--- config.mk ---
export PLATFORM = sky130hd
export DESIGN_NAME = alu_op_sequencer_flat
export DESIGN_NICKNAME = d
export VERILOG_FILES = /design/src/rtl/alu_op_sequencer_pkg.sv /design/src/rtl/alu_op_sequencer_if.sv /design/src/rtl/alu_op_sequencer_funct_decode.sv /design/src/rtl/alu_op_sequencer.sv /design/src/flat_wrapper.sv
export SDC_FILE = /design/constraint.sdc
export NUM_CORES = 1
export LEC_CHECK = 0
export ABC_AREA = 1
export ABC_CLOCK_PERIOD_IN_PS = 1150
export CORE_AREA = 2 2 39 41
export CTS_BUF_LIST = sky130_fd_sc_hd__clkbuf_2
export DETAILED_ROUTE_END_ITERATION = 6
export DIE_AREA = 0 0 41 43
export GPL_ROUTABILITY_DRIVEN = 0
export PLACE_DENSITY_LB_ADDON = 0.08
export REMOVE_ABC_BUFFERS = 1
export SKIP_CTS_REPAIR_TIMING = 1
export SLEW_MARGIN = 20
export SYNTH_ARGS = -nofsm -noshare
export SYNTH_HDL_FRONTEND = slang
export SYNTH_SLANG_ARGS = --single-unit
--- constraint.sdc ---
create_clock -name clk -period 1.15 [get_ports clk]
set_input_delay 0.115 -clock clk [delete_from_list [all_inputs] [get_ports clk]]
set_output_delay 0.115 -clock clk [all_outputs]
set_load 0.05 [all_outputs]
--- src/rtl/alu_op_sequencer_pkg.sv ---
// Shared definitions for the ALU operation sequencer: FSM state encoding,
// ALUOp codes from main control, R-type funct codes, result-select codes and
// the decoded-operation record produced by alu_funct_decode.
package alu_ctrl_pkg;

  typedef enum logic [1:0] {
    S_IDLE    = 2'b00,
    S_EXEC    = 2'b01,
    S_SLT_SUB = 2'b10,
    S_SLT_SET = 2'b11
  } state_t;

  typedef enum logic [1:0] {
    SEL_AND  = 2'b00,
    SEL_OR   = 2'b01,
    SEL_SUM  = 2'b10,
    SEL_LESS = 2'b11
  } sel_t;

  localparam logic [1:0] ALUOP_ADD   = 2'b00;
  localparam logic [1:0] ALUOP_SUB   = 2'b01;
  localparam logic [1:0] ALUOP_RTYPE = 2'b10;
  localparam logic [1:0] ALUOP_RSVD  = 2'b11;

  localparam logic [5:0] FUNCT_ADD = 6'b100000;
  localparam logic [5:0] FUNCT_SUB = 6'b100010;
  localparam logic [5:0] FUNCT_AND = 6'b100100;
  localparam logic [5:0] FUNCT_OR  = 6'b100101;
  localparam logic [5:0] FUNCT_SLT = 6'b101010;

  typedef struct packed {
    sel_t sel;
    logic bnegate;
    logic is_slt;
    logic illegal;
  } op_t;

endpackage

--- src/rtl/alu_op_sequencer_if.sv ---
// Bundle between main control / ALU datapath and the sequencer.
//   req_valid/req_ready : request handshake (alu_op, funct qualify it)
//   sum_msb, ovf        : adder feedback from the ALU
//   sel1/sel0, ainvert, bnegate, less_set : ALU slice controls
//   capture, illegal    : one-cycle completion strobes
// slave  = sequencer side, master = control/datapath side.
interface alu_op_sequencer_if #(
  parameter int unsigned FUNCT_W = 6,
  parameter int unsigned ALUOP_W = 2
);
  logic               req_valid;
  logic               req_ready;
  logic [ALUOP_W-1:0] alu_op;
  logic [FUNCT_W-1:0] funct;
  logic               sum_msb;
  logic               ovf;
  logic               sel1;
  logic               sel0;
  logic               ainvert;
  logic               bnegate;
  logic               less_set;
  logic               capture;
  logic               illegal;

  modport slave (
    input  req_valid, alu_op, funct, sum_msb, ovf,
    output req_ready, sel1, sel0, ainvert, bnegate, less_set, capture, illegal
  );

  modport master (
    output req_valid, alu_op, funct, sum_msb, ovf,
    input  req_ready, sel1, sel0, ainvert, bnegate, less_set, capture, illegal
  );
endinterface

--- src/rtl/alu_op_sequencer_funct_decode.sv ---
// Purely combinational decode of {alu_op, funct} into result select,
// bnegate, an SLT flag and an illegal flag.
//   alu_op : ALUOp from main control
//   funct  : R-type funct field
//   op     : decoded operation record
module alu_funct_decode
  import alu_ctrl_pkg::*;
#(
  parameter int unsigned FUNCT_W = 6,
  parameter int unsigned ALUOP_W = 2
) (
  input  logic [ALUOP_W-1:0] alu_op,
  input  logic [FUNCT_W-1:0] funct,
  output op_t                op
);

  always_comb begin
    op = '{sel: SEL_AND, bnegate: 1'b0, is_slt: 1'b0, illegal: 1'b1};
    if (alu_op == ALUOP_W'(ALUOP_ADD)) begin
      op = '{sel: SEL_SUM, bnegate: 1'b0, is_slt: 1'b0, illegal: 1'b0};
    end else if (alu_op == ALUOP_W'(ALUOP_SUB)) begin
      op = '{sel: SEL_SUM, bnegate: 1'b1, is_slt: 1'b0, illegal: 1'b0};
    end else if (alu_op == ALUOP_W'(ALUOP_RTYPE)) begin
      if (funct == FUNCT_W'(FUNCT_ADD))
        op = '{sel: SEL_SUM, bnegate: 1'b0, is_slt: 1'b0, illegal: 1'b0};
      else if (funct == FUNCT_W'(FUNCT_SUB))
        op = '{sel: SEL_SUM, bnegate: 1'b1, is_slt: 1'b0, illegal: 1'b0};
      else if (funct == FUNCT_W'(FUNCT_AND))
        op = '{sel: SEL_AND, bnegate: 1'b0, is_slt: 1'b0, illegal: 1'b0};
      else if (funct == FUNCT_W'(FUNCT_OR))
        op = '{sel: SEL_OR, bnegate: 1'b0, is_slt: 1'b0, illegal: 1'b0};
      else if (funct == FUNCT_W'(FUNCT_SLT))
        op = '{sel: SEL_LESS, bnegate: 1'b1, is_slt: 1'b1, illegal: 1'b0};
    end
  end

endmodule

--- src/rtl/alu_op_sequencer.sv ---
// ALU operation sequencer: accepts one ALU request through valid/ready,
// decodes it into ALU slice controls and strobes capture when the result is
// valid. SLT runs a subtract pass, latches the sign-corrected set bit, then
// routes it onto bit 0's less input.
//   clk, rst_n : clock (rising edge), asynchronous active-low reset
//   bus        : slave side of alu_op_sequencer_if
module alu_op_sequencer
  import alu_ctrl_pkg::*;
#(
  parameter int unsigned FUNCT_W = 6,
  parameter int unsigned ALUOP_W = 2
) (
  input logic                clk,
  input logic                rst_n,
  alu_op_sequencer_if.slave  bus
);

  state_t state_q, state_d;
  op_t    dec_op;
  sel_t   op_sel_q;
  logic   op_bneg_q;
  logic   op_ill_q;
  logic   set_q;
  logic   accept;

  alu_funct_decode #(.FUNCT_W(FUNCT_W), .ALUOP_W(ALUOP_W)) u_decode (
    .alu_op (bus.alu_op),
    .funct  (bus.funct),
    .op     (dec_op)
  );

  assign accept = bus.req_valid && (state_q == S_IDLE);

  always_ff @(posedge clk or negedge rst_n) begin
    if (!rst_n) begin
      state_q   <= S_IDLE;
      op_sel_q  <= SEL_AND;
      op_bneg_q <= 1'b0;
      op_ill_q  <= 1'b0;
      set_q     <= 1'b0;
    end else begin
      state_q <= state_d;
      if (accept) begin
        op_sel_q  <= dec_op.sel;
        op_bneg_q <= dec_op.bnegate;
        op_ill_q  <= dec_op.illegal;
      end
      // Signed less-than from the subtract pass: sign bit corrected for overflow.
      if (state_q == S_SLT_SUB)
        set_q <= bus.sum_msb ^ bus.ovf;
    end
  end

  always_comb begin
    state_d       = state_q;
    bus.req_ready = 1'b0;
    bus.sel1      = 1'b0;
    bus.sel0      = 1'b0;
    bus.ainvert   = 1'b0;
    bus.bnegate   = 1'b0;
    bus.less_set  = 1'b0;
    bus.capture   = 1'b0;
    bus.illegal   = 1'b0;
    case (state_q)
      S_IDLE: begin
        bus.req_ready = 1'b1;
        if (bus.req_valid)
          state_d = dec_op.is_slt ? S_SLT_SUB : S_EXEC;
      end
      S_EXEC: begin
        state_d = S_IDLE;
        if (op_ill_q) begin
          bus.illegal = 1'b1;
        end else begin
          {bus.sel1, bus.sel0} = op_sel_q;
          bus.bnegate          = op_bneg_q;
          bus.capture          = 1'b1;
        end
      end
      S_SLT_SUB: begin
        state_d              = S_SLT_SET;
        {bus.sel1, bus.sel0} = SEL_SUM;
        bus.bnegate          = 1'b1;
      end
      S_SLT_SET: begin
        state_d              = S_IDLE;
        {bus.sel1, bus.sel0} = SEL_LESS;
        bus.bnegate          = 1'b1;
        bus.less_set         = set_q;
        bus.capture          = 1'b1;
      end
      default: state_d = S_IDLE;
    endcase
  end

endmodule

--- src/flat_wrapper.sv ---
// flat-port wrapper written by rule: the top's interface ports become plain ports
module alu_op_sequencer_flat import alu_ctrl_pkg::*;
#(
  parameter int unsigned FUNCT_W = 6,
  parameter int unsigned ALUOP_W = 2
)
  (clk, rst_n, bus_req_valid, bus_alu_op, bus_funct, bus_sum_msb, bus_ovf, bus_req_ready, bus_sel1, bus_sel0, bus_ainvert, bus_bnegate, bus_less_set, bus_capture, bus_illegal);
  alu_op_sequencer_if #(.FUNCT_W(FUNCT_W), .ALUOP_W(ALUOP_W)) bus_i ();
  input logic clk;
  input logic rst_n;
  input wire logic [$bits(bus_i.req_valid)-1:0] bus_req_valid;
  input wire logic [$bits(bus_i.alu_op)-1:0] bus_alu_op;
  input wire logic [$bits(bus_i.funct)-1:0] bus_funct;
  input wire logic [$bits(bus_i.sum_msb)-1:0] bus_sum_msb;
  input wire logic [$bits(bus_i.ovf)-1:0] bus_ovf;
  output wire logic [$bits(bus_i.req_ready)-1:0] bus_req_ready;
  output wire logic [$bits(bus_i.sel1)-1:0] bus_sel1;
  output wire logic [$bits(bus_i.sel0)-1:0] bus_sel0;
  output wire logic [$bits(bus_i.ainvert)-1:0] bus_ainvert;
  output wire logic [$bits(bus_i.bnegate)-1:0] bus_bnegate;
  output wire logic [$bits(bus_i.less_set)-1:0] bus_less_set;
  output wire logic [$bits(bus_i.capture)-1:0] bus_capture;
  output wire logic [$bits(bus_i.illegal)-1:0] bus_illegal;
  assign bus_i.req_valid = bus_req_valid;
  assign bus_i.alu_op = bus_alu_op;
  assign bus_i.funct = bus_funct;
  assign bus_i.sum_msb = bus_sum_msb;
  assign bus_i.ovf = bus_ovf;
  assign bus_req_ready = bus_i.req_ready;
  assign bus_sel1 = bus_i.sel1;
  assign bus_sel0 = bus_i.sel0;
  assign bus_ainvert = bus_i.ainvert;
  assign bus_bnegate = bus_i.bnegate;
  assign bus_less_set = bus_i.less_set;
  assign bus_capture = bus_i.capture;
  assign bus_illegal = bus_i.illegal;
  alu_op_sequencer #(.FUNCT_W(FUNCT_W), .ALUOP_W(ALUOP_W)) u_core (.clk(clk), .rst_n(rst_n), .bus(bus_i));
endmodule
==> impl_metrics.tcl, run 1 <==
set metrics [dict create \
    first_pass_grt_wire_length_um 1890 \
    nets 120 \
    timing.max_cap.violations 0 \
    power.static_leakage_nw 0.453 \
    avgViaCountPerCell 4.57 \
    globalRouteTotalUtil 0.162 \
    synthTopCellsByArea "sky130_fd_sc_hd__dfrtp_1, sky130_fd_sc_hd__nand2_1, sky130_fd_sc_hd__inv_1" \
    dp_hpwl_um 901 \
    clkSinkCount 7 \
    ctsRootBufferMaster "sky130_fd_sc_hd__clkbuf_2" \
    drc_errors 0 \
    final-instance-count-excl-fill 122 \
    placed_cell_area_um2 822 \
    worst_path_dominant_cell_family "flip-flops" \
    final_antenna_net_count 0 \
    most_frequent_cp_cell "sky130_fd_sc_hd__nand2_2" \
    regToRegStartpoint "u_core.state_q[1]" \
    met3_wirelength_um 43 \
    yosys-top-cells-count "sky130_fd_sc_hd__nand2_1, sky130_fd_sc_hd__inv_1, sky130_fd_sc_hd__nand3_1, sky130_fd_sc_hd__dfrtp_1, sky130_fd_sc_hd__nor2_1" \
    cts_made_buffers 3 \
    synthesis.area_um2 497 \
    met2_wirelength_um 619 \
    seq_area_frac_synth 0.353 \
    timing.critical_path.from_type "flop" \
    rsz_0062_raised_after_global_routing "yes" \
    cp_data_required_time_ns 1.03 \
    max_freq_mhz 789 \
    ys_types 19 \
    failing_checks "negative setup slack" \
    via_count 557 \
    final.period_utilization 1.10 \
    cts-htree-levels 1 \
    synth_enable_flop_cells 0 \
    crit_path_top_delay_cell "sky130_fd_sc_hd__dfrtp_1" \
    number_of_core_rows 14 \
    final_util 0.645 \
    yosys_register_bits 7 \
    finalPower_mw 0.795 \
    cts_max_path_buffers 2 \
    syn_area_per_cell_um2 6.71 \
    share_of_layout_cells_above_drive_strength_1 0.396 \
    placement.setup.worst_slack_ns -0.131 \
    run_status "complete, but fails checks" \
    first_iter_violations 9 \
    die_height_um 43 \
    ys_async_sr_fraction 1.00 \
    r2r_slack_ns 0.09 \
    wl_met1_um 395 \
    netlist_instances 74 \
    dominantRegCellSynth "sky130_fd_sc_hd__dfrtp_1" \
    placedCellCount 115 \
    setup-tns-final_ns -0.512 \
    worstSkewPairLatency_ns 0.23 \
    cts_tree "done" \
    ir_worst_vdd_v 0.000392 \
    finalCriticalPeriod_ns 1.27 \
    clkTransAtPathRegs_ns 0.07 \
    hold-worst-slack_ns 0.135 \
    worst_r2r_path_depth 4 \
    grt_overflow_total 0 \
    yosys_warnings 0 \
    critical_path.reg2reg.endpoint "u_core.op_bneg_q" \
    yosys.cell_count.top_type "sky130_fd_sc_hd__nand2_1" \
    starting_utilization_of_the_core_area 0.359 \
    post_drt_wl_per_cell_um 9.20 \
    signed_area_change_from_the_synthesized_netlist_to_the_final_layout_pct 79.6 \
    detail_route.first_pass.iterations 4 \
    layout_setup_ws_ns -0.117 \
    max_stage_delay_ns 0.39 \
    dominant_cell_type_by_area_after_synthesis "sky130_fd_sc_hd__dfrtp_1" \
    grt_antenna_before_repair 0 \
    wp_buf_inv 2 \
    number_of_global_route_vias_before_repair 503 \
    diodes 0 \
    die_w_um 41 \
    core_region_area_mm2 0.00138 \
    pwr_per_cell_area_mw_per_mm2 891 \
    highest_metal_layer_with_signal_wires "met4" \
    endpoint_kind "output pin" \
    maxSlewViolCount 0 \
    totalWireLength_um 1120 \
    portBuffers 19 \
    skew_ns 0.00239 \
    pin_count_of_the_biggest_net_entering_global_routing 8 \
    worstPathArrival_ns 1.15 \
    finalSetupViolCount 6 \
    hp-class "in -> async" \
    hold_viol 0 \
    yosysTopAreaCellShare 0.353 \
    critical_path.max_fanout 3 \
    pin_count 21 \
    cp_cell_instances "inv_2, nand2_2, nand2_2, o21a_1, buf_12" \
    criticalPathCategory "reg -> out" \
    finish.instance_area_um2 892 \
    design.die.area_mm2 0.00176 \
]
[flip-flops by register name, summed over array words and instances, names as in the netlist]
name	count
u_core.op_bneg_q	1
u_core.op_ill_q	1
u_core.op_sel_q	2
u_core.set_q	1
u_core.state_q	2
[layout by cell type, fill, tap and decap left out, drive strengths merged]
cell	Yosys	routed
conb	1	1
clkbuf	0	4
nor2	11	11
nand2	21	21
buf	1	17
a21oi	2	2
nand3	9	9
xnor2	1	1
inv	14	14
o21ai	4	4
dfrtp	7	7
nor3	1	1
a22oi	1	1
clkdlybuf4s50	0	12
o21a	1	1
[worst max-delay path by stage]
stage / from / to / slack [ns] / depth (start not counted)
floorplan: u_core.op_ill_q / bus_bnegate / -0.55 / 3
global placement: bus_funct[1] / u_core.state_q[0] / -0.09 / 8
detailed placement: bus_funct[1] / u_core.state_q[0] / -0.13 / 8
CTS: u_core.op_ill_q / bus_bnegate / -0.17 / 5
global route: u_core.op_ill_q / bus_sel0 / -0.16 / 5
finish: u_core.op_ill_q / bus_sel0 / -0.12 / 5
[area by class of cell]
| class | count | area, um^2 |
|---|---|---|
| Multi-Input combinational cell | 52 | 287 |
| Clock buffer | 4 | 20.0 |
| Tap cell | 16 | 20.0 |
| Inverter | 14 | 52.6 |
| Fill cell | 119 | 492 |
| Sequential cell | 7 | 178 |
| Timing Repair Buffer | 29 | 335 |
[cells by family (layout without fill, tap and decap cells)]
logic type             count (synthesis)  count (layout)  synth area share
AND/OR/NAND/NOR                       42              42             0.403
buffers and inverters                 15              47             0.121
AO/OA/AOI/OAI                          8               8            0.0982
flip-flops                             7               7             0.353
other                                  1               1           0.00755
XOR/XNOR                               1               1            0.0176
[report_power, final]
group | switching (mW) | internal [mW]
combinational | 0.165 | 0.168
sequential | 0.0144 | 0.270
clock | 0.0855 | 0.0923
[metal layers]
layer	GRT usage	vias to the layer above
met5	0	-
met4	0.140	0
met3	0.0157	7
met2	0.263	19
met1	0.173	241
li1	-	290
No activity file was read; power rests on OpenSTA's default activity.
==> inputs of run 2 (changes only) <==
--- a/config.mk
+++ b/config.mk
@@ -12,6 +12,7 @@
 export DETAILED_ROUTE_END_ITERATION = 6
 export DIE_AREA = 0 0 41 43
 export GPL_ROUTABILITY_DRIVEN = 0
+export GPL_TIMING_DRIVEN = 0
 export PLACE_DENSITY_LB_ADDON = 0.08
 export REMOVE_ABC_BUFFERS = 1
 export SKIP_CTS_REPAIR_TIMING = 1
==> run 2 against run 1 <==
  * Wire length decreased by 8.8%
  * Via count decreased by 7.2%
  * Sequential share of layout area increased by 3.6 points
  * Cell count decreased by 6.6%
  * The run still ends with negative setup slack left
  * Combinational power decreased by 23%
  * Clock skew decreased by 0.0021 ns
  * Fmax increased by 4.4%
  * Largest cell class is now multi-input gates
  * Largest power group is now registers
  * Cell area decreased by 15%
  * Non-clock buffer count decreased by 8
  * Clock power decreased by 2%
  * Critical path depth unchanged
==> impl_metrics.tcl, run 2 (same netlist as run 1, synthesis figures left out) <==
set metrics [dict create \
    rsz_0062_raised_after_global_routing "yes" \
    sw_share 0.343 \
    avgViaCountPerCell 4.54 \
    ctsRootBufferMaster "sky130_fd_sc_hd__clkbuf_2" \
    timing.max_cap.violations 0 \
    worst_r2r_path_depth 4 \
    timing.critical_path.from_type "flop" \
    largest_registers "u_core.op_sel_q: 2 flops, u_core.state_q: 2 flops" \
    combinationalPowerShare 0.358 \
    cts-htree-levels 1 \
    final.fill_count 157 \
    detail_route.first_pass.iterations 2 \
    run_status "complete, but fails checks" \
    maxSlewViolCount 0 \
    critical_path.reg2reg.endpoint "u_core.op_bneg_q" \
    failing_checks "negative setup slack" \
    cp_data_required_time_ns 1.03 \
    cts_tree "done" \
    via_count 517 \
    regToRegStartpoint "u_core.state_q[1]" \
    cts_made_buffers 3 \
    finalCriticalPeriod_ns 1.21 \
    first_iter_violations 8 \
    clkTransAtPathRegs_ns 0.07 \
    critical_path.max_fanout 3 \
    clkSinkCount 7 \
    nets 112 \
    final.period_utilization 1.06 \
    worst_path_dominant_cell_family "flip-flops" \
    r2r_slack_ns 0.06 \
    placedCellCount 108 \
    most_frequent_cp_cell "sky130_fd_sc_hd__nand2_2" \
    totalWireLength_um 1020 \
    max_freq_mhz 824 \
    number_of_global_route_vias_before_repair 453 \
    cts_max_path_buffers 2 \
    grt_overflow_total 0 \
    sequentialPowerShare 0.398 \
    finalSetupViolCount 4 \
    pin_count_of_the_biggest_net_entering_global_routing 8 \
    dp_hpwl_um 785 \
    ir_worst_vdd_v 0.000333 \
    power.internal_mw 0.469 \
    layout_setup_ws_ns -0.0636 \
    post_drt_wl_per_cell_um 8.97 \
    cp_cell_instances "inv_2, nand2_2, nand2_2, o21a_1, buf_6" \
    final_util 0.547 \
    most_frequent_standard_cell_in_the_layout_excluding_fill_and_tap_cells "sky130_fd_sc_hd__nand2_1" \
    endpoint_kind "output pin" \
    skew_ns 0.000268 \
    grt_antenna_before_repair 0 \
    commonest_non_fill_non_tap_cells_in_the_layout "sky130_fd_sc_hd__nand2_1, sky130_fd_sc_hd__inv_1, sky130_fd_sc_hd__clkdlybuf4s50_1" \
    worstSkewPairLatency_ns 0.22 \
    final-instance-count-excl-fill 114 \
    portBuffers 19 \
    globalRouteTotalUtil 0.134 \
    pin_count 21 \
    pwr_per_cell_area_mw_per_mm2 942 \
    share_of_layout_cells_above_drive_strength_1 0.316 \
    signed_area_change_from_the_synthesized_netlist_to_the_final_layout_pct 52.4 \
    power.static_leakage_nw 0.404 \
    wp_buf_inv 2 \
    clock_power_share 0.243 \
    multi_input_area_um2 277 \
    crit_path_top_delay_cell "sky130_fd_sc_hd__dfrtp_1" \
    diodes 0 \
    starting_utilization_of_the_core_area 0.359 \
    worstPathArrival_ns 1.10 \
    regArea_um2 178 \
    drc_errors 0 \
    criticalPathCategory "reg -> out" \
    final_antenna_net_count 0 \
    max_stage_delay_ns 0.39 \
    p_sw_mw 0.245 \
    die_height_um 43 \
    hold_viol 0 \
    core_region_area_mm2 0.00138 \
    die_w_um 41 \
    first_pass_grt_wire_length_um 1600 \
    number_of_core_rows 14 \
    design.die.area_mm2 0.00176 \
    hp-class "in -> async" \
]
-- run 2: changes by cell type in the layout (fill, tap and decap cells not counted), sizes merged --
cell and change:
buf -8, clkdlybuf4s50 -1, dlymetal6s2s +1
-- run 2: per-layer routing --
metal,global-route usage,routed length [um],up-vias
met5,0,0,-
met2,0.238,581,12
li1,-,-,276
met3,0,43,0
met1,0.137,398,229
met4,0.100,0,0
-- run 2: how the worst max path moves through the flow --
| stage | from | end | slack [ns] | depth (start not counted) |
|---|---|---|---|---|
| detailed placement | u_core.state_q[1] | bus_sel0 | -0.49 | 4 |
| global placement | u_core.state_q[1] | bus_sel0 | -0.47 | 4 |
| CTS | u_core.state_q[1] | bus_sel0 | -0.74 | 4 |
| finish | u_core.op_ill_q | bus_sel0 | -0.06 | 5 |
| global route | u_core.op_ill_q | bus_sel0 | -0.13 | 5 |
| floorplan | u_core.op_ill_q | bus_bnegate | -0.55 | 3 |
-- run 2: stage by stage --
step	power [mW]	hold slack (ns)	instance area [um^2]	setup WS (ns)	TNS, ns
floorplan	0.421	-0.181	489	-0.548	-2.39
global placement	0.516	0.391	699	-0.474	-3.39
detailed placement	0.517	0.390	699	-0.487	-3.49
CTS	0.692	0.142	719	-0.739	-4.62
global route	0.765	0.157	757	-0.126	-0.552
finish	0.713	0.145	757	-0.0636	-0.187
-- run 2: power by group through the flow --
stage          logic [mW]  clock network [mW]  registers, mW
2_1_floorplan       0.138                   0          0.283
3_3_place_gp        0.230                   0          0.286
3_5_place_dp        0.230                   0          0.286
4_1_cts             0.232               0.179          0.282
5_1_grt             0.280               0.197          0.287
6_report            0.255               0.174          0.284
-- run 2: worst register-to-register path: stages, from the launching register on --
cell and delay [ns]:
sky130_fd_sc_hd__dfrtp_2 0.45, sky130_fd_sc_hd__nor2_2 0.18, sky130_fd_sc_hd__nand2_2 0.12, sky130_fd_sc_hd__a21oi_1 0.14, sky130_fd_sc_hd__a22oi_1 0.08
-- run 2: cell type report --
| type | count | area share |
|---|---|---|
| multi-input cells | 52 | 0.365 |
| well taps | 16 | 0.0264 |
| clock buffers | 4 | 0.0264 |
| inverters | 14 | 0.0694 |
| flip-flops and latches | 7 | 0.235 |
| repair buffers | 21 | 0.278 |
==> inputs of run 3 (changes only) <==
--- a/config.mk
+++ b/config.mk
@@ -6,17 +6,16 @@
 export NUM_CORES = 1
 export LEC_CHECK = 0
 export ABC_AREA = 1
-export ABC_CLOCK_PERIOD_IN_PS = 1150
-export CORE_AREA = 2 2 39 41
+export ABC_CLOCK_PERIOD_IN_PS = 1350
+export CORE_AREA = 10 10 47 49
 export CTS_BUF_LIST = sky130_fd_sc_hd__clkbuf_2
 export DETAILED_ROUTE_END_ITERATION = 6
-export DIE_AREA = 0 0 41 43
+export DIE_AREA = 0 0 57 59
 export GPL_ROUTABILITY_DRIVEN = 0
 export GPL_TIMING_DRIVEN = 0
 export PLACE_DENSITY_LB_ADDON = 0.08
 export REMOVE_ABC_BUFFERS = 1
 export SKIP_CTS_REPAIR_TIMING = 1
-export SLEW_MARGIN = 20
 export SYNTH_ARGS = -nofsm -noshare
 export SYNTH_HDL_FRONTEND = slang
 export SYNTH_SLANG_ARGS = --single-unit
==> constraint.sdc (replaced) <==
create_clock -name clk -period 1.35 [get_ports clk]
set_input_delay 0.135 -clock clk [delete_from_list [all_inputs] [get_ports clk]]
set_output_delay 0.135 -clock clk [all_outputs]
set_load 0.05 [all_outputs]
==> run 3 against run 2 <==
  * The run now ends clean
  * Via count shrank 3.1%
  * Power is 17% lower
  * Die area is 91% higher
  * Clock power is 11% lower
  * Wire length increased by 6.1%
  * Count of clock-buffer cells in the layout unchanged
  * Cell area fell by 5.5%
  * Critical path type unchanged
  * Critical endpoint unchanged
  * Largest cell class unchanged
  * Largest power group unchanged
==> impl_metrics.tcl, run 3 (same netlist as run 1, synthesis figures left out) <==
set metrics [dict create \
    finalCriticalPeriod_ns 1.26 \
    ctsRootBufferMaster "sky130_fd_sc_hd__clkbuf_2" \
    hold_viol 0 \
    largest_registers "u_core.op_sel_q: 2 flops, u_core.state_q: 2 flops" \
    cts_tree "done" \
    core_region_area_mm2 0.00140 \
    maxSlewViolCount 0 \
    power.static_leakage_nw 0.380 \
    share_of_layout_cells_above_drive_strength_1 0.281 \
    max_stage_delay_ns 0.39 \
    hold-worst-slack_ns 0.140 \
    max_freq_mhz 791 \
    wl_met1_um 405 \
    starting_utilization_of_the_core_area 0.354 \
    totalWireLength_um 1090 \
    pin_count 21 \
    run_status "completed" \
    diodes 0 \
    pin_count_of_the_biggest_net_entering_global_routing 8 \
    cts_made_buffers 3 \
    met3_wirelength_um 74 \
    avgViaCountPerCell 4.47 \
    worst_path_dominant_cell_family "flip-flops" \
    portBuffers 19 \
    layout_setup_ws_ns 0.0863 \
    placedCellCount 108 \
    endpoint_kind "output pin" \
    grt_antenna_before_repair 0 \
    globalRouteTotalUtil 0.0724 \
    final.period_utilization 0.936 \
    first_iter_violations 2 \
    wp_buf_inv 2 \
    cts_max_path_buffers 2 \
    clkTransAtPathRegs_ns 0.07 \
    met2_wirelength_um 569 \
    hp-class "in -> async" \
    worstSkewPairLatency_ns 0.24 \
    worstPathArrival_ns 1.13 \
    placement.setup.worst_slack_ns -0.310 \
    die_w_um 57 \
    clkSinkCount 7 \
    nets 110 \
    finalSetupViolCount 0 \
    design.die.area_mm2 0.00336 \
    first_pass_grt_wire_length_um 1960 \
    crit_path_top_delay_cell "sky130_fd_sc_hd__dfrtp_1" \
    commonest_non_fill_non_tap_cells_in_the_layout "sky130_fd_sc_hd__nand2_1, sky130_fd_sc_hd__clkdlybuf4s50_1, sky130_fd_sc_hd__inv_1" \
    timing.max_cap.violations 0 \
    grt_overflow_total 0 \
    ir_worst_vdd_v 0.000267 \
    highest_metal_layer_with_signal_wires "met4" \
    cts-htree-levels 1 \
    skew_ns 0.00351 \
    critical_path.max_fanout 3 \
    final_antenna_net_count 0 \
    cp_cell_instances "inv_2, nand2_2, nand2_1, o21a_1, buf_6" \
    drc_errors 0 \
    most_frequent_standard_cell_in_the_layout_excluding_fill_and_tap_cells "sky130_fd_sc_hd__nand2_1" \
    number_of_global_route_vias_before_repair 517 \
    cp_data_required_time_ns 1.22 \
    timing.critical_path.from_type "flop" \
    via_count 501 \
    dp_hpwl_um 955 \
    number_of_core_rows 14 \
    setup-tns-final_ns 0 \
    die_height_um 59 \
    criticalPathCategory "reg -> out" \
    final-instance-count-excl-fill 112 \
    detail_route.first_pass.iterations 5 \
    signed_area_change_from_the_synthesized_netlist_to_the_final_layout_pct 44.1 \
    rsz_0062_raised_after_global_routing "yes" \
    pwr_per_cell_area_mw_per_mm2 826 \
    post_drt_wl_per_cell_um 9.69 \
]
run 3: layout make-up:
type / instances / area (um^2)
fill: 158 / 686
multi-input combinational: 52 / 272
sequential: 7 / 178
timing repair buffer: 19 / 174
tap: 16 / 20.0
inverter: 14 / 52.6
clock buffer: 4 / 20.0
run 3: routing by layer:
| metal | vias up | GRT usage |
|---|---|---|
| met2 | 14 | 0.119 |
| met1 | 210 | 0.0693 |
| met3 | 4 | 0.0172 |
| met4 | 0 | 0.0805 |
| met5 | - | 0 |
| li1 | 273 | - |
run 3: path summary, 6_finish.rpt:
| kind | start | cells past startpoint | endpoint | slack [ns] |
|---|---|---|---|---|
| max | u_core.op_ill_q | 5 | bus_sel0 | 0.09 |
| min | rst_n | 1 | u_core.set_q | 0.14 |
| max reg2reg | u_core.state_q[1] | 4 | u_core.op_sel_q[1] | 0.31 |
| min reg2reg | u_core.set_q | 2 | u_core.set_q | 0.49 |
| max in group asynchronous | rst_n | 1 | u_core.state_q[0] | 0.97 |
| min in group clk | u_core.set_q | 2 | u_core.set_q | 0.49 |
run 3: metrics by stage:
step	instance area [um^2]	utilization	power [mW]
detailed placement	699	0.499	0.442
global placement	699	0.499	0.441
CTS	719	0.513	0.602
floorplan	489	-	0.359
global route	716	0.511	0.640
finish	716	0.511	0.591
run 3: power breakdown:
part / total [mW] / leakage (nW) / switching (mW) / internal (mW)
clock: 0.155 / 0.0166 / 0.0760 / 0.0786
sequential: 0.242 / 0.0819 / 0.0129 / 0.230
combinational: 0.194 / 0.282 / 0.120 / 0.0741
run 3: worst reg2reg max path, delay by kind of cell (launching register included):
kind / cells / cell delay (ns)
DFF: 1 / 0.45
and+or+nand+nor: 3 / 0.39
AOI/OAI and AO/OA: 1 / 0.08
==> edit 1: new RTL, settings of run 3 <==
Re-encode `state_t` (4 states) as one-hot, 4 bits wide.
--- a/src/rtl/alu_op_sequencer_pkg.sv
+++ b/src/rtl/alu_op_sequencer_pkg.sv
@@ -3,11 +3,11 @@
 // the decoded-operation record produced by alu_funct_decode.
 package alu_ctrl_pkg;
 
-  typedef enum logic [1:0] {
-    S_IDLE    = 2'b00,
-    S_EXEC    = 2'b01,
-    S_SLT_SUB = 2'b10,
-    S_SLT_SET = 2'b11
+  typedef enum logic [3:0] {
+    S_IDLE    = 4'b0001,
+    S_EXEC    = 4'b0010,
+    S_SLT_SUB = 4'b0100,
+    S_SLT_SET = 4'b1000
   } state_t;
 
   typedef enum logic [1:0] {
Behaviour: no difference found for any inputs over 10 cycles, from zero or initial values and one cycle with rst_n low; not proved beyond that.
==> edit 1 against run 3 <==
The run now ends with setup timing left; cell area up 31%; sequential cell count up 2; critical endpoint unchanged; worst setup slack worse by 0.29 ns; die area unchanged; power up 24%; maximum frequency down 19%; critical path type unchanged; non-clock buffer count up 9; area after synthesis up 20%; wire length up 24%.
==> edit 1: results <==
{
  "violations": "setup timing",
  "intPower_uw": 482,
  "fillers": 136,
  "groute.usage.overall_pct": 8.86,
  "irDropWorstVdd_uv": 555,
  "final.setup.worst_slack_ns": -0.203,
  "place_worst_setup_slack_ns": -0.647,
  "static-leakage-power_nw": 0.483,
  "critical_path.slowest_cell": "dfrtp_1",
  "drt_pre_antenna_iters": 4,
  "fin_skew_ns": 0.00553,
  "route.vias.total": 603,
  "avgRoutedWirePerCell_um": 10.5,
  "design.final.nets": 126,
  "post_synth_main_area_contributors": "dfrtp_1, inv_1, nand2_1",
  "synth.cells.most_frequent": "inv_1, nand2_1, nor2_1",
  "post_route_cells_drive_above_1_share_pct": 36.6,
  "result_of_the_run": "complete, but fails checks",
  "synth_sequential_area_ratio_pct": 37.9,
  "setup_tns_ns": -1.12,
  "first_iter_violations": 10,
  "pin_count_of_the_biggest_net_entering_global_routing": 10,
  "post_dp_hpwl_mm": 1.13,
  "worstPathArrival_ns": 1.42,
  "grt_first_pass_wirelength_mm": 2.37,
  "setup-violations-final": 8,
  "cts-root-to-sink-buffers": 2,
  "crit_path_max_incr_delay_ns": 0.40,
  "placedInstanceArea_um2": 800,
  "largest_regs": "u_core.state_q: 4 flops, u_core.op_sel_q: 2 flops",
  "clk_pin_slew_worst_paths_ns": 0.10,
  "post_synth_num_cell_types": 24
}
-- edit 1: cell types whose count changed in the layout (fill, tap and decap cells not counted), moves of 3 or more --
cell / change
nand2_2: -3
buf_6: +3
nand2_1: -5
nand3_1: -4
buf_4: +9
inv_1: +3
nor3_4: +3
dfrtp_1: +3
nand2_4: +3
-- edit 1: cell type report --
cell class | count | share of cell area (%)
Multi-Input combinational cell | 51 | 35.4
Tap cell | 16 | 2.14
Sequential cell | 9 | 24.2
Timing Repair Buffer | 28 | 27.8
Clock buffer | 4 | 2.14
Inverter | 20 | 8.41
-- edit 1: routing by layer --
layer / track usage, % / vias to the layer above / share of wire [%]
met5: 0 / - / 0
met1: 8.56 / 275 / 41
li1: - / 315 / -
met4: 3.02 / 0 / 0.74
met2: 15.8 / 11 / 54
met3: 4.72 / 2 / 4.2
-- edit 1: logic make-up (layout without fill, tap and decap cells) --
kind of cell	after synthesis	count (layout)	share of synthesized area (%)
compound gates	11	11	11.7
xor+xnor	1	1	1.47
buf+inv	21	52	14.0
flops	9	9	37.9
other cells	1	1	0.628
simple gates	38	38	34.2
-- edit 1: path summary, 6_finish.rpt --
kind	to	slack [ns]	from	cells after the start
max	bus_sel0	-0.20	u_core.state_q[3]	7
max reg2reg	u_core.op_bneg_q	0	u_core.state_q[0]	7
max in group asynchronous	u_core.state_q[0]	0.85	rst_n	1
min	u_core.op_bneg_q	0.17	rst_n	1
min in group clk	u_core.op_ill_q	0.49	u_core.op_ill_q	2
min reg2reg	u_core.op_ill_q	0.49	u_core.op_ill_q	2
-- edit 1: power by group through the flow --
stage / logic [mW] / clock network, mW / registers [mW]
2_1_floorplan: 0.128 / 0 / 0.312
3_3_place_gp: 0.204 / 0 / 0.313
3_5_place_dp: 0.206 / 0 / 0.314
4_1_cts: 0.207 / 0.182 / 0.309
5_1_grt: 0.278 / 0.202 / 0.311
6_report: 0.251 / 0.176 / 0.308
-- edit 1: metrics by stage --
step	total power, mW	cells	util [%]
CTS	0.697	119	58.5
detailed placement	0.520	115	57.1
floorplan	0.440	80	-
global route	0.791	128	66.9
global placement	0.517	115	57.1
finish	0.735	128	66.9
-- edit 1: worst reg2reg max path, stage by stage, from the launching register on --
cell and delay [ns]:
dfstp_2 0.57, inv_4 0.05, buf_6 0.11, nor3_4 0.23, nand2_4 0.12, clkinv_2 0.09, nand2_1 0.05, o21ai_0 0.07
==> edit 2: new RTL, settings of run 3 <==
Made on the original files. `ALUOP_W` is set to 2 in 4 places; all go to 4.
--- a/src/rtl/alu_op_sequencer_if.sv
+++ b/src/rtl/alu_op_sequencer_if.sv
@@ -6,7 +6,7 @@
 // slave  = sequencer side, master = control/datapath side.
 interface alu_op_sequencer_if #(
   parameter int unsigned FUNCT_W = 6,
-  parameter int unsigned ALUOP_W = 2
+  parameter int unsigned ALUOP_W = 4
 );
   logic               req_valid;
   logic               req_ready;
--- a/src/rtl/alu_op_sequencer_funct_decode.sv
+++ b/src/rtl/alu_op_sequencer_funct_decode.sv
@@ -7,7 +7,7 @@
   import alu_ctrl_pkg::*;
 #(
   parameter int unsigned FUNCT_W = 6,
-  parameter int unsigned ALUOP_W = 2
+  parameter int unsigned ALUOP_W = 4
 ) (
   input  logic [ALUOP_W-1:0] alu_op,
   input  logic [FUNCT_W-1:0] funct,
--- a/src/rtl/alu_op_sequencer.sv
+++ b/src/rtl/alu_op_sequencer.sv
@@ -8,7 +8,7 @@
   import alu_ctrl_pkg::*;
 #(
   parameter int unsigned FUNCT_W = 6,
-  parameter int unsigned ALUOP_W = 2
+  parameter int unsigned ALUOP_W = 4
 ) (
   input logic                clk,
   input logic                rst_n,
--- a/src/flat_wrapper.sv
+++ b/src/flat_wrapper.sv
@@ -2,7 +2,7 @@
 module alu_op_sequencer_flat import alu_ctrl_pkg::*;
 #(
   parameter int unsigned FUNCT_W = 6,
-  parameter int unsigned ALUOP_W = 2
+  parameter int unsigned ALUOP_W = 4
 )
   (clk, rst_n, bus_req_valid, bus_alu_op, bus_funct, bus_sum_msb, bus_ovf, bus_req_ready, bus_sel1, bus_sel0, bus_ainvert, bus_bnegate, bus_less_set, bus_capture, bus_illegal);
   alu_op_sequencer_if #(.FUNCT_W(FUNCT_W), .ALUOP_W(ALUOP_W)) bus_i ();
Ports: changed (resized bus_alu_op); port bits go from 21 to 23. The function was not compared with the original's and may differ.
==> edit 2 against run 3 <==
Area after synthesis is 11% higher; utilization is 5.2 points higher; worst setup slack better by 0.011 ns; cell area is 10% higher; sequential share of layout area is 2.3 points lower; critical path depth is 3 lower; sequential cell count stayed put; clock power is 5% lower; clock skew is 0.0029 ns higher; largest cell class unchanged; critical path type unchanged; via count is 7.2% higher; power is 4.2% lower; wire length is 13% higher.
==> edit 2: results <==
{
  "avgRoutedWirePerCell_um": 10.1,
  "reg2reg_slack_ns": 0.30,
  "clk_pin_slew_worst_paths_ns": 0.07,
  "antenna_found_initial": 0,
  "worstPathArrival_ns": 1.12,
  "worst_setup_path_start_kind": "flop",
  "fin_skew_ns": 0.00638,
  "clk_root_buffer_cell": "clkbuf_2",
  "postSynth.asyncResetShare_pct": 100,
  "static-leakage-power_nw": 0.402,
  "worst-path-max-fanout": 6,
  "worst_r2r_path_depth": 4,
  "yosys_warnings": 0,
  "design.final.nets": 121,
  "drt_pre_antenna_iters": 4,
  "switching_share_pct": 33.1,
  "met1_usage_pct": 7.72,
  "portBuffers": 21,
  "post_dp_hpwl_mm": 1.06,
  "clock_insertion_delay_worst_skew_ns": 0.22,
  "timing.rr.end": "u_core.op_sel_q[1]",
  "first_global_vias": 559,
  "gr-usage-met3_pct": 3.22,
  "crit_path_max_incr_delay_ns": 0.45,
  "wirelength_mm": 1.22,
  "post_route_cells_drive_above_1_share_pct": 30.5,
  "critical_path.slowest_cell": "dfrtp_2",
  "antennaDiodeCount": 0,
  "groute.usage.overall_pct": 7.91,
  "syn_inst": 80,
  "cts.htree.levels": 1,
  "pin_count_of_the_biggest_net_entering_global_routing": 8,
  "finalWorstPathRequiredPeriod_ns": 1.25,
  "critical_path.endpoint": "bus_req_ready",
  "min_delay_worst_type": "input port to asynchronous set/reset pin",
  "cts-root-to-sink-buffers": 2,
  "first_iter_violations": 14,
  "fillers": 142,
  "tritoncts.num_buffers": 3,
  "result_of_the_run": "complete, no violations",
  "reg2reg_from": "u_core.state_q[1]",
  "cp_top_family": "flip-flops",
  "dominantRegCellSynth": "dfrtp_1",
  "grt_first_pass_wirelength_mm": 2.13,
  "congestion_overflow_gr": 0,
  "irDropWorstVdd_uv": 273,
  "route.vias.total": 537,
  "post_synth_num_cell_types": 21,
  "largest_regs": "u_core.op_sel_q: 2 flops, u_core.state_q: 2 flops",
  "synth.cells.most_frequent": "nand2_1, inv_1, dfrtp_1, nand3_1, nor2_1",
  "placed_cells": 116,
  "global_route.usage.met2_pct": 12.7,
  "place_worst_setup_slack_ns": -0.319,
  "post_synth_main_area_contributors": "dfrtp_1, nand2_1, inv_1",
  "synth_sequential_area_ratio_pct": 31.7
}
==> edit 2: logic make-up after synthesis <==
logic type	Yosys count	synth area share, %
buffers and inverters	16	11.6
other	1	0.680
flip-flops	7	31.7
AND/OR/NAND/NOR	44	41.5
XOR/XNOR	1	1.59
AO/OA/AOI/OAI	11	12.9
==> edit 2: layer usage <==
| layer | routed length [µm] | part of all wire [%] | up-vias |
|---|---|---|---|
| met5 | 0 | 0 | - |
| li1 | - | - | 297 |
| met2 | 618 | 51 | 18 |
| met3 | 120 | 9.8 | 2 |
| met1 | 468 | 38 | 220 |
| met4 | 16 | 1.3 | 0 |
==> edit 2: stage by stage <==
| stage | instance area (µm²) | TNS (ns) | hold WS [ns] | total power [mW] |
|---|---|---|---|---|
| 4_1_cts | 795 | -3.52 | 0.158 | 0.572 |
| 5_1_grt | 788 | -0.0278 | 0.177 | 0.604 |
| 6_report | 788 | 0 | 0.163 | 0.567 |
| 2_1_floorplan | 544 | -1.28 | -0.161 | 0.339 |
| 3_5_place_dp | 774 | -1.73 | 0.411 | 0.422 |
| 3_3_place_gp | 774 | -1.65 | 0.407 | 0.419 |
==> edit 2: power groups by stage <==
| stage | logic [mW] | clock network [mW] | registers [mW] |
|---|---|---|---|
| 6_report | 0.189 | 0.147 | 0.230 |
| 5_1_grt | 0.208 | 0.164 | 0.232 |
| 4_1_cts | 0.189 | 0.154 | 0.229 |
| 3_5_place_dp | 0.188 | 0 | 0.233 |
| 3_3_place_gp | 0.186 | 0 | 0.233 |
| 2_1_floorplan | 0.107 | 0 | 0.232 |
==> edit 2: area by class of cell <==
class / instances / area share (%)
multi-input combinational: 57 / 40.3
timing repair buffer: 22 / 24.9
sequential: 7 / 22.5
inverter: 15 / 7.14
clock buffer: 4 / 2.54
tap: 16 / 2.54
